===== src/rtl/vector_writeback_merge_if.sv =====
// Handshake bundle between the vector ALU, the writeback merge stage and the
// vector register file write port. The slave view belongs to the merge stage.
interface vector_writeback_merge_if;
    logic         valid_i;
    logic         ready_o;
    logic [511:0] result_i;
    logic [511:0] old_value_i;
    logic [15:0]  mask_i;
    logic [4:0]   dest_i;
    logic         wb_valid_o;
    logic         wb_ready_i;
    logic [511:0] wb_value_o;
    logic [15:0]  wb_mask_o;
    logic [4:0]   wb_dest_o;
    logic [15:0]  drop_count_o;

    modport master (
        output valid_i, result_i, old_value_i, mask_i, dest_i, wb_ready_i,
        input  ready_o, wb_valid_o, wb_value_o, wb_mask_o, wb_dest_o, drop_count_o
    );

    modport slave (
        input  valid_i, result_i, old_value_i, mask_i, dest_i, wb_ready_i,
        output ready_o, wb_valid_o, wb_value_o, wb_mask_o, wb_dest_o, drop_count_o
    );
endinterface


===== src/rtl/vector_writeback_merge.sv =====
// Per-lane merge of the ALU result with the destination's old contents, followed
// by a two-entry (OUT + SKID) buffer so the register file can stall without a
// combinational ready path back into the ALU stage.
module vector_writeback_merge (
    input  logic                      clk,
    input  logic                      reset,
    vector_writeback_merge_if.slave   bus
);
    localparam int LANES  = 16;
    localparam int LANE_W = 32;

    typedef enum logic [1:0] {
        ST_EMPTY = 2'd0,
        ST_BUSY  = 2'd1,
        ST_FULL  = 2'd2
    } state_t;

    typedef struct packed {
        logic [LANES*LANE_W-1:0] value;
        logic [LANES-1:0]        mask;
        logic [4:0]              dest;
    } entry_t;

    state_t                  r_state;
    entry_t                  r_out;
    entry_t                  r_skid;
    logic                    r_ready;
    logic                    r_wb_valid;
    logic [15:0]             r_drop_count;

    logic [LANES*LANE_W-1:0] w_merged;
    entry_t                  w_entry;
    logic                    w_accept;
    logic                    w_store;
    logic                    w_drop;
    logic                    w_drain;

    always_comb begin
        // NOTE: default assignment first so every bit is written on every path and no latch is inferred.
        w_merged = bus.old_value_i;
        for (int i = 0; i < LANES; i++) begin
            if (bus.mask_i[i]) begin
                w_merged[i*LANE_W +: LANE_W] = bus.result_i[i*LANE_W +: LANE_W];
            end
        end
    end

    assign w_entry  = '{value: w_merged, mask: bus.mask_i, dest: bus.dest_i};
    assign w_accept = bus.valid_i & bus.ready_o;
    assign w_store  = w_accept & (|bus.mask_i);
    assign w_drop   = w_accept & ~(|bus.mask_i);
    assign w_drain  = r_wb_valid & bus.wb_ready_i;

    // Ready is a registered state flag; only reset reaches it combinationally.
    assign bus.ready_o      = ~reset & r_ready;
    assign bus.wb_valid_o   = r_wb_valid;
    assign bus.wb_value_o   = r_out.value;
    assign bus.wb_mask_o    = r_out.mask;
    assign bus.wb_dest_o    = r_out.dest;
    assign bus.drop_count_o = r_drop_count;

    always_ff @(posedge clk) begin
        if (reset) begin
            // NOTE: the entry registers are cleared as well, so a reset mid-stream discards OUT and SKID outright.
            r_state      <= ST_EMPTY;
            r_out        <= '0;
            r_skid       <= '0;
            r_ready      <= 1'b1;
            r_wb_valid   <= 1'b0;
            r_drop_count <= '0;
        end else begin
            // NOTE: non-blocking assignments so every register samples the pre-edge values.
            if (w_drop) begin
                r_drop_count <= r_drop_count + 16'd1;
            end

            case (r_state)
                ST_EMPTY: begin
                    if (w_store) begin
                        r_out      <= w_entry;
                        r_state    <= ST_BUSY;
                        r_wb_valid <= 1'b1;
                    end
                end

                ST_BUSY: begin
                    if (w_store && w_drain) begin
                        r_out <= w_entry;
                    end else if (w_store) begin
                        r_skid  <= w_entry;
                        r_state <= ST_FULL;
                        r_ready <= 1'b0;
                    end else if (w_drain) begin
                        r_state    <= ST_EMPTY;
                        r_wb_valid <= 1'b0;
                    end
                end

                ST_FULL: begin
                    // ready_o is low here, so the only event is the OUT drain.
                    if (w_drain) begin
                        r_out   <= r_skid;
                        r_state <= ST_BUSY;
                        r_ready <= 1'b1;
                    end
                end

                default: begin
                    r_state    <= ST_EMPTY;
                    r_ready    <= 1'b1;
                    r_wb_valid <= 1'b0;
                end
            endcase
        end
    end
endmodule


===== src/flat_wrapper.sv =====
// flat-port wrapper written by rule: the top's interface ports become plain ports
module vector_writeback_merge_flat 
  (clk, reset, bus_valid_i, bus_result_i, bus_old_value_i, bus_mask_i, bus_dest_i, bus_wb_ready_i, bus_ready_o, bus_wb_valid_o, bus_wb_value_o, bus_wb_mask_o, bus_wb_dest_o, bus_drop_count_o);
  vector_writeback_merge_if bus_i ();
  input  logic clk;
  input  logic reset;
  input wire logic [$bits(bus_i.valid_i)-1:0] bus_valid_i;
  input wire logic [$bits(bus_i.result_i)-1:0] bus_result_i;
  input wire logic [$bits(bus_i.old_value_i)-1:0] bus_old_value_i;
  input wire logic [$bits(bus_i.mask_i)-1:0] bus_mask_i;
  input wire logic [$bits(bus_i.dest_i)-1:0] bus_dest_i;
  input wire logic [$bits(bus_i.wb_ready_i)-1:0] bus_wb_ready_i;
  output wire logic [$bits(bus_i.ready_o)-1:0] bus_ready_o;
  output wire logic [$bits(bus_i.wb_valid_o)-1:0] bus_wb_valid_o;
  output wire logic [$bits(bus_i.wb_value_o)-1:0] bus_wb_value_o;
  output wire logic [$bits(bus_i.wb_mask_o)-1:0] bus_wb_mask_o;
  output wire logic [$bits(bus_i.wb_dest_o)-1:0] bus_wb_dest_o;
  output wire logic [$bits(bus_i.drop_count_o)-1:0] bus_drop_count_o;
  assign bus_i.valid_i = bus_valid_i;
  assign bus_i.result_i = bus_result_i;
  assign bus_i.old_value_i = bus_old_value_i;
  assign bus_i.mask_i = bus_mask_i;
  assign bus_i.dest_i = bus_dest_i;
  assign bus_i.wb_ready_i = bus_wb_ready_i;
  assign bus_ready_o = bus_i.ready_o;
  assign bus_wb_valid_o = bus_i.wb_valid_o;
  assign bus_wb_value_o = bus_i.wb_value_o;
  assign bus_wb_mask_o = bus_i.wb_mask_o;
  assign bus_wb_dest_o = bus_i.wb_dest_o;
  assign bus_drop_count_o = bus_i.drop_count_o;
  vector_writeback_merge u_core (.clk(clk), .reset(reset), .bus(bus_i));
endmodule

===== config.mk =====
export PLATFORM = sky130hd
export DESIGN_NAME = vector_writeback_merge_flat
export DESIGN_NICKNAME = d
export VERILOG_FILES = /design/src/rtl/vector_writeback_merge_if.sv /design/src/rtl/vector_writeback_merge.sv /design/src/flat_wrapper.sv
export SDC_FILE = /design/constraint.sdc
export NUM_CORES = 2
export LEC_CHECK = 0
export ABC_AREA = 1
export BUFFER_PORTS_ARGS = -buffer_cell sky130_fd_sc_hd__buf_2
export CAP_MARGIN = 30
export CORE_AREA = 3 3 614 616
export DETAILED_ROUTE_END_ITERATION = 10
export DIE_AREA = 0 0 617 619
export GPL_ROUTABILITY_DRIVEN = 0
export GPL_TIMING_DRIVEN = 1
export HOLD_SLACK_MARGIN = 0.12
export SLEW_MARGIN = 20
export SYNTH_ARGS = -nofsm -noshare
export SYNTH_HDL_FRONTEND = slang
export SYNTH_SLANG_ARGS = --single-unit

===== constraint.sdc =====
create_clock -name clk -period 2.73 [get_ports clk]
set_input_delay 0.1365 -clock clk [delete_from_list [all_inputs] [get_ports clk]]
set_output_delay 0.1365 -clock clk [all_outputs]
set_load 0.005 [all_outputs]

* Yosys cells after proc, flatten, opt, wreduce, memory -nomap -nowiden
Cells that the tools add are included. Widths: inputs -> output; s select.
Word-level totals: bits in registers 1086, output and inout bits 551, logic and storage cells 75, bits of input ports 1049
Operators by class: bitwise logic cells 10, multiplexer cells 35, reduce and logical (&&, ||, !) cells 9, eq/ne operators 10, add/sub/neg operators 1
Operators by type and width (number):
- $mux 533 | 3
- $pmux 533 s3 | 1
- $mux 32 | 16
- $add 16x1->16 const B | 1
- $reduce_or 16->1 | 1
- $reduce_and 4->1 | 3
- $mux 2 | 5
- $ne 2x1->1 const B | 5
- $mux 1 | 7
- $pmux 1 s3 | 2
- $pmux 2 s3 | 1
- $and 1x1->1 | 5
- $not 1->1 | 5
- $reduce_and 5->1 | 1
- $ne 2x2->1 const B | 2
- $ne 3x1->1 const B | 1
- $reduce_and 3->1 | 1
- $reduce_bool 3->1 | 1
- $eq 2x1->1 const B | 1
- $eq 2x2->1 const B | 1
- $logic_not 2->1 | 1
- $logic_and 1x1->1 | 1

* Longest topological paths before layout
depth in word-level cells 7, depth in mapped cells 14, depth with buffers taken out 10

* Least setup slack after synthesis
No wires, ideal clock.
path kind reg2reg, from register u_core.r_state[0], to register u_core.r_out (netlist bit u_core.bus.wb_value_o[503]), arrival time 1.475 ns, cell stages (with the launch flop) 11, library setup time 0.113 ns, path slack 1.142 ns, path through dfxtp_1 > nor2_1 > inv_2 > buf_2 > buf_2 > buf_1 > nor2_1 > a21oi_1 > nand3_1 > nand2_1 > nor2_1
Between the ends: word-level cells in the longest chain between the ends 3, elaborated cells on any way between the ends 9, those cells by class eq/ne: 5; mux: 1; reduce/logical: 3
RTL lines:
- start, declared | line vector_writeback_merge.sv:24 | state_t r_state;
- start signal, assigned | line vector_writeback_merge.sv:65 | r_state <= ST_EMPTY;
- start signal, assigned | line vector_writeback_merge.sv:81 | r_state <= ST_BUSY;
- start signal, assigned | line vector_writeback_merge.sv:91 | r_state <= ST_FULL;
- $eq 2x1->1 (tied with other cells) | line vector_writeback_merge.sv:77 | case (r_state)
- $ne 2x1->1 (no line) / $reduce_bool 3->1 (equally long branches)
- $reduce_and 4->1 (no line)
- end signal, assigned | line vector_writeback_merge.sv:80 | r_out <= w_entry;
- end signal, assigned | line vector_writeback_merge.sv:88 | r_out <= w_entry;
- end signal, assigned | line vector_writeback_merge.sv:102 | r_out <= r_skid;
- end, declared | line vector_writeback_merge.sv:25 | entry_t r_out;
Parallel ways exist; a longest one is shown, timed or not. A chain may end at the register's enable or synchronous reset.

* Worst setup path after layout
from input bus_mask_i[12], to register u_core.r_ready
Between the ends: word-level cells in the longest chain between the ends 5, elaborated cells on any way between the ends 6, those cells by class eq/ne: 2; bitwise: 1; reduce/logical: 3
RTL lines:
- start, declared | line flat_wrapper.sv:10 | input wire logic [$bits(bus_i.mask_i)-1:0] bus_mask_i;
- $reduce_or 16->1 * | line vector_writeback_merge.sv:50 | assign w_store = w_accept & (|bus.mask_i);
- $and 1x1->1 * | line vector_writeback_merge.sv:50
- $logic_and 1x1->1 | line vector_writeback_merge.sv:87 | if (w_store && w_drain) begin
- $ne 2x2->1 (no line)
- $reduce_and 4->1 (no line) *
- end signal, assigned | line vector_writeback_merge.sv:68 | r_ready <= 1'b1;
- end signal, assigned | line vector_writeback_merge.sv:92 | r_ready <= 1'b0;
- end signal, assigned | line vector_writeback_merge.sv:104 | r_ready <= 1'b1;
- end, declared | line vector_writeback_merge.sv:27 | logic r_ready;
Mark *: on every way between the ends. The rest lies on a longest branch, timed or not.

==> impl_metrics.ini <==
[yosys]
synth_xor_area_share_pct = 0.115
synthesis.instances = 7177
synth.distinct_cells = 29
synth.net_count = 8227
synth-seq-area-share_pct = 40.7
syn_area_um2 = 53400
synthFlopType = dfxtp_1
synth_top_family_by_area = simple AND/OR/NAND/NOR gates
synthAdderAreaFrac_pct = 0.0234
syn_avg_cell_area_um2 = 7.43
ys_warn_count = 0
synth_mux_area_share_pct = 10.8
synth_compound_area_share_pct = 15.3
async_flop_share_pct = 0
synth-simple-area-share_pct = 22.3
synth_edf_count = 0
ys_ff_latch = 1086

[sta]
setup_ws_ns = 0.134
report.final.setup_viol = 0
rsz0062_at_grt = false
fin_crit_ns = 2.60
fin_skew_ns = 0.0528
clock.fmax_mhz = 385
slew_viol_final = 0
worst_slew_margin_rel_pct = 51.2
final.period_utilization_pct = 95.1
tightest_slew_ns = 0.732
hold_viol_final = 0

[clock_tree]
htreeDepth = 4
cts_root_buffer = clkbuf_16
numClockSinks = 1086
cts_tree = done
cts_inserted_buffers = 140
cts_resized = 0
clkTransAtPathRegs_ns = 0.06
cts_max_path_buffers = 4
clock_latency_ns = 0.82

[floorplanning]
rows = 224
die_w_um = 617
ioPinCount = 1600
die_y_um = 619
start_util_pct = 14.3
die_area_um2 = 382000
core_area_um2 = 372000

[min_path]
holdPathEnd = u_core.r_skid[4]$_SDFFE_PP0P_
min_path_type = input pin to flop
hold_depth = 4
hold_start = bus_dest_i[4]

[cells_and_area]
syn2layout_area_growth_pct = 54.8
n_fill_cell = 40900
drive_gt1_share_pct = 30.1
final_nets = 10700

[pwr]
vdd_drop_max_v = 0.000474
clkPwrFrac_pct = 37.3
power_frac_seq_pct = 36.0
power.total_mw = 50.5
p_per_area_nw_per_um2 = 611
switchingPower_mw = 16.8
power_leakage_nw = 34.1
internal_power_mw = 33.7
p_sw_share_pct = 33.2
combinationalPowerShare_pct = 26.7

[critical_path]
reg2reg_depth = 11
worstPathCellList = dlygate4sd3_1, buf_2, nor2_1, nand2_1, buf_4, nor2_2, nand2_2, nand2_4, nor3_1, dlygate4sd3_1, o21ai_0, dlygate4sd3_1
critPathMaxFanout = 6
crit_path_start_kind = input pin
cp.arrival_ns = 3.35
path_common_cell = dlygate4sd3_1
r2r_slack_ns = 0.43
r2r_end = u_core.bus.wb_value_o[462]$_SDFFE_PP0P_
regToRegStartpoint = u_core.r_state[1]$_SDFFE_PP0P_
worstSetupEndpointType = flop
startpoint = bus_mask_i[12]
slowest_stage = dlygate4sd3_1
required_ns = 3.48
worstSetupPathType = input pin to flop
critical_path.top_delay_family = buffers and inverters
critPathBufInv = 5
max_stage_delay_ns = 0.57

[routing]
wl_um = 325000
drc = 0
drtAntennaViolNets = 0
drtIter0Drc = 4742
vias = 58700
routedWlPerCell_um = 22.0
vias_per_cell = 3.97
dr.pass1.iters = 8

[global_route]
overflow = 0
track_usage_pct = 16.1
first_global_vias = 55000
grt_pass1_wl_um = 437000
antenna_found_initial = 102
grt_max_degree = 140

[placement]
hpwl_um = 261000
post-place-ws_ns = -0.178
portBuffers = 1599

[flow_run]
max_cap_violations = 0

[status]
status = complete, no violations
-- layout make-up --
class | instances | area (um^2) | share of cell area [%]
multi-input combinational | 4914 | 25900 | 31.4
timing repair buffer | 2949 | 21900 | 26.5
sequential | 1086 | 21700 | 26.3
tap | 4972 | 6220 | 7.53
clock buffer | 192 | 3980 | 4.82
inverter | 578 | 2180 | 2.64
clock inverter | 47 | 572 | 0.692
antenna | 52 | 130 | 0.157
-- cells by family after synthesis --
family	Yosys count
xor+xnor	7
simple gates	2768
flops	1086
compound gates	1626
mux	512
fa+ha+maj	1
buf+inv	1177
-- registers in the layout, indices dropped and copies added (netlist names) --
signal	count
u_core.bus.wb_valid_o	1
u_core.bus.wb_mask_o	16
u_core.r_ready	1
u_core.bus.wb_dest_o	5
u_core.r_state	2
u_core.bus.wb_value_o	512
u_core.r_skid	533
u_core.bus.drop_count_o	16
-- worst min-delay path, delay by kind of cell --
kind                   cells  cell delay [ns]
buffers and inverters      2             0.70
AOI/OAI and AO/OA          2             0.20
-- through the flow --
step | area, um^2 | TNS [ns] | hold WS (ns) | std cells | utilization, %
CTS | 82500 | 0 | 0.132 | 14700 | 22.2
global placement | 67400 | -53.38 | 0.432 | 13400 | 18.1
global route | 82600 | 0 | 0.209 | 14800 | 22.2
floorplan | 53400 | 0 | 0.327 | 7177 | -
finish | 82600 | 0 | 0.266 | 14800 | 22.2
detailed placement | 67400 | -37.74 | 0.437 | 13400 | 18.1
-- worst max-delay path by stage --
stage | depth (start not counted) | slack (ns) | end
3_5_place_dp | 14 | -0.18 | u_core.bus.wb_value_o[262]$_SDFFE_PP0P_
4_1_cts | 12 | 0.23 | u_core.r_ready$_SDFFE_PP1P_
6_report | 12 | 0.13 | u_core.r_ready$_SDFFE_PP1P_
3_3_place_gp | 14 | -0.21 | u_core.bus.wb_value_o[262]$_SDFFE_PP0P_
2_1_floorplan | 10 | 1.14 | u_core.bus.wb_value_o[503]$_SDFFE_PP0P_
5_1_grt | 12 | 0.07 | u_core.r_ready$_SDFFE_PP1P_
-- synthesized netlist by cell type (all sizes together), types with 2 or more instances --
| cell | number | area share, % |
|---|---|---|
| nor2 | 1610 | 13 |
| dfxtp | 1086 | 41 |
| a21oi | 1065 | 10 |
| nand2 | 599 | 4.3 |
| inv | 578 | 4.1 |
| o21ai | 560 | 5.3 |
| nand3 | 543 | 5.1 |
| mux2 | 512 | 11 |
| buf | 353 | 5.0 |
| clkbuf | 246 | 1.7 |
| nor3 | 14 | 0.13 |
| xor2 | 5 | 0.082 |
| xnor2 | 2 | 0.033 |
-- power groups by stage --
| stage | combinational [mW] | sequential, mW | clock, mW |
|---|---|---|---|
| floorplan | 5.75 | 18.5 | 0 |
| global placement | 12.2 | 18.4 | 0 |
| detailed placement | 12.2 | 18.5 | 0 |
| CTS | 13.7 | 18.2 | 19.5 |
| global route | 14.7 | 18.3 | 20.0 |
| finish | 13.5 | 18.2 | 18.8 |
-- routing by layer --
| layer | track usage (%) | vias up | part of all wire (%) |
|---|---|---|---|
| met2 | 25.9 | 2201 | 45 |
| met3 | 6.35 | 569 | 10 |
| met1 | 18.5 | 27500 | 38 |
| met5 | 0 | - | 0.084 |
| met4 | 8.37 | 42 | 5.9 |
| li1 | - | 28400 | - |
-- placed cells by master (no fill, tap or decap), drive strengths merged, types with 14 or more instances in the layout --
cell type,n
buf,1896
dfxtp,1086
nand2,599
diode,52
clkbuf,192
nor3,14
mux2,512
inv,587
o21ai,560
a21oi,1065
dlygate4sd3,1053
nor2,1610
clkinv,26
nand3,543
-- repair_timing --
| item | in CTS | in global routing |
|---|---|---|
| hold buffers | 1053 | 0 |
| hold endpoints to repair | 1071 | 0 |
| buffers inserted | 0 | 0 |
No activity file was read; power rests on OpenSTA's default activity.
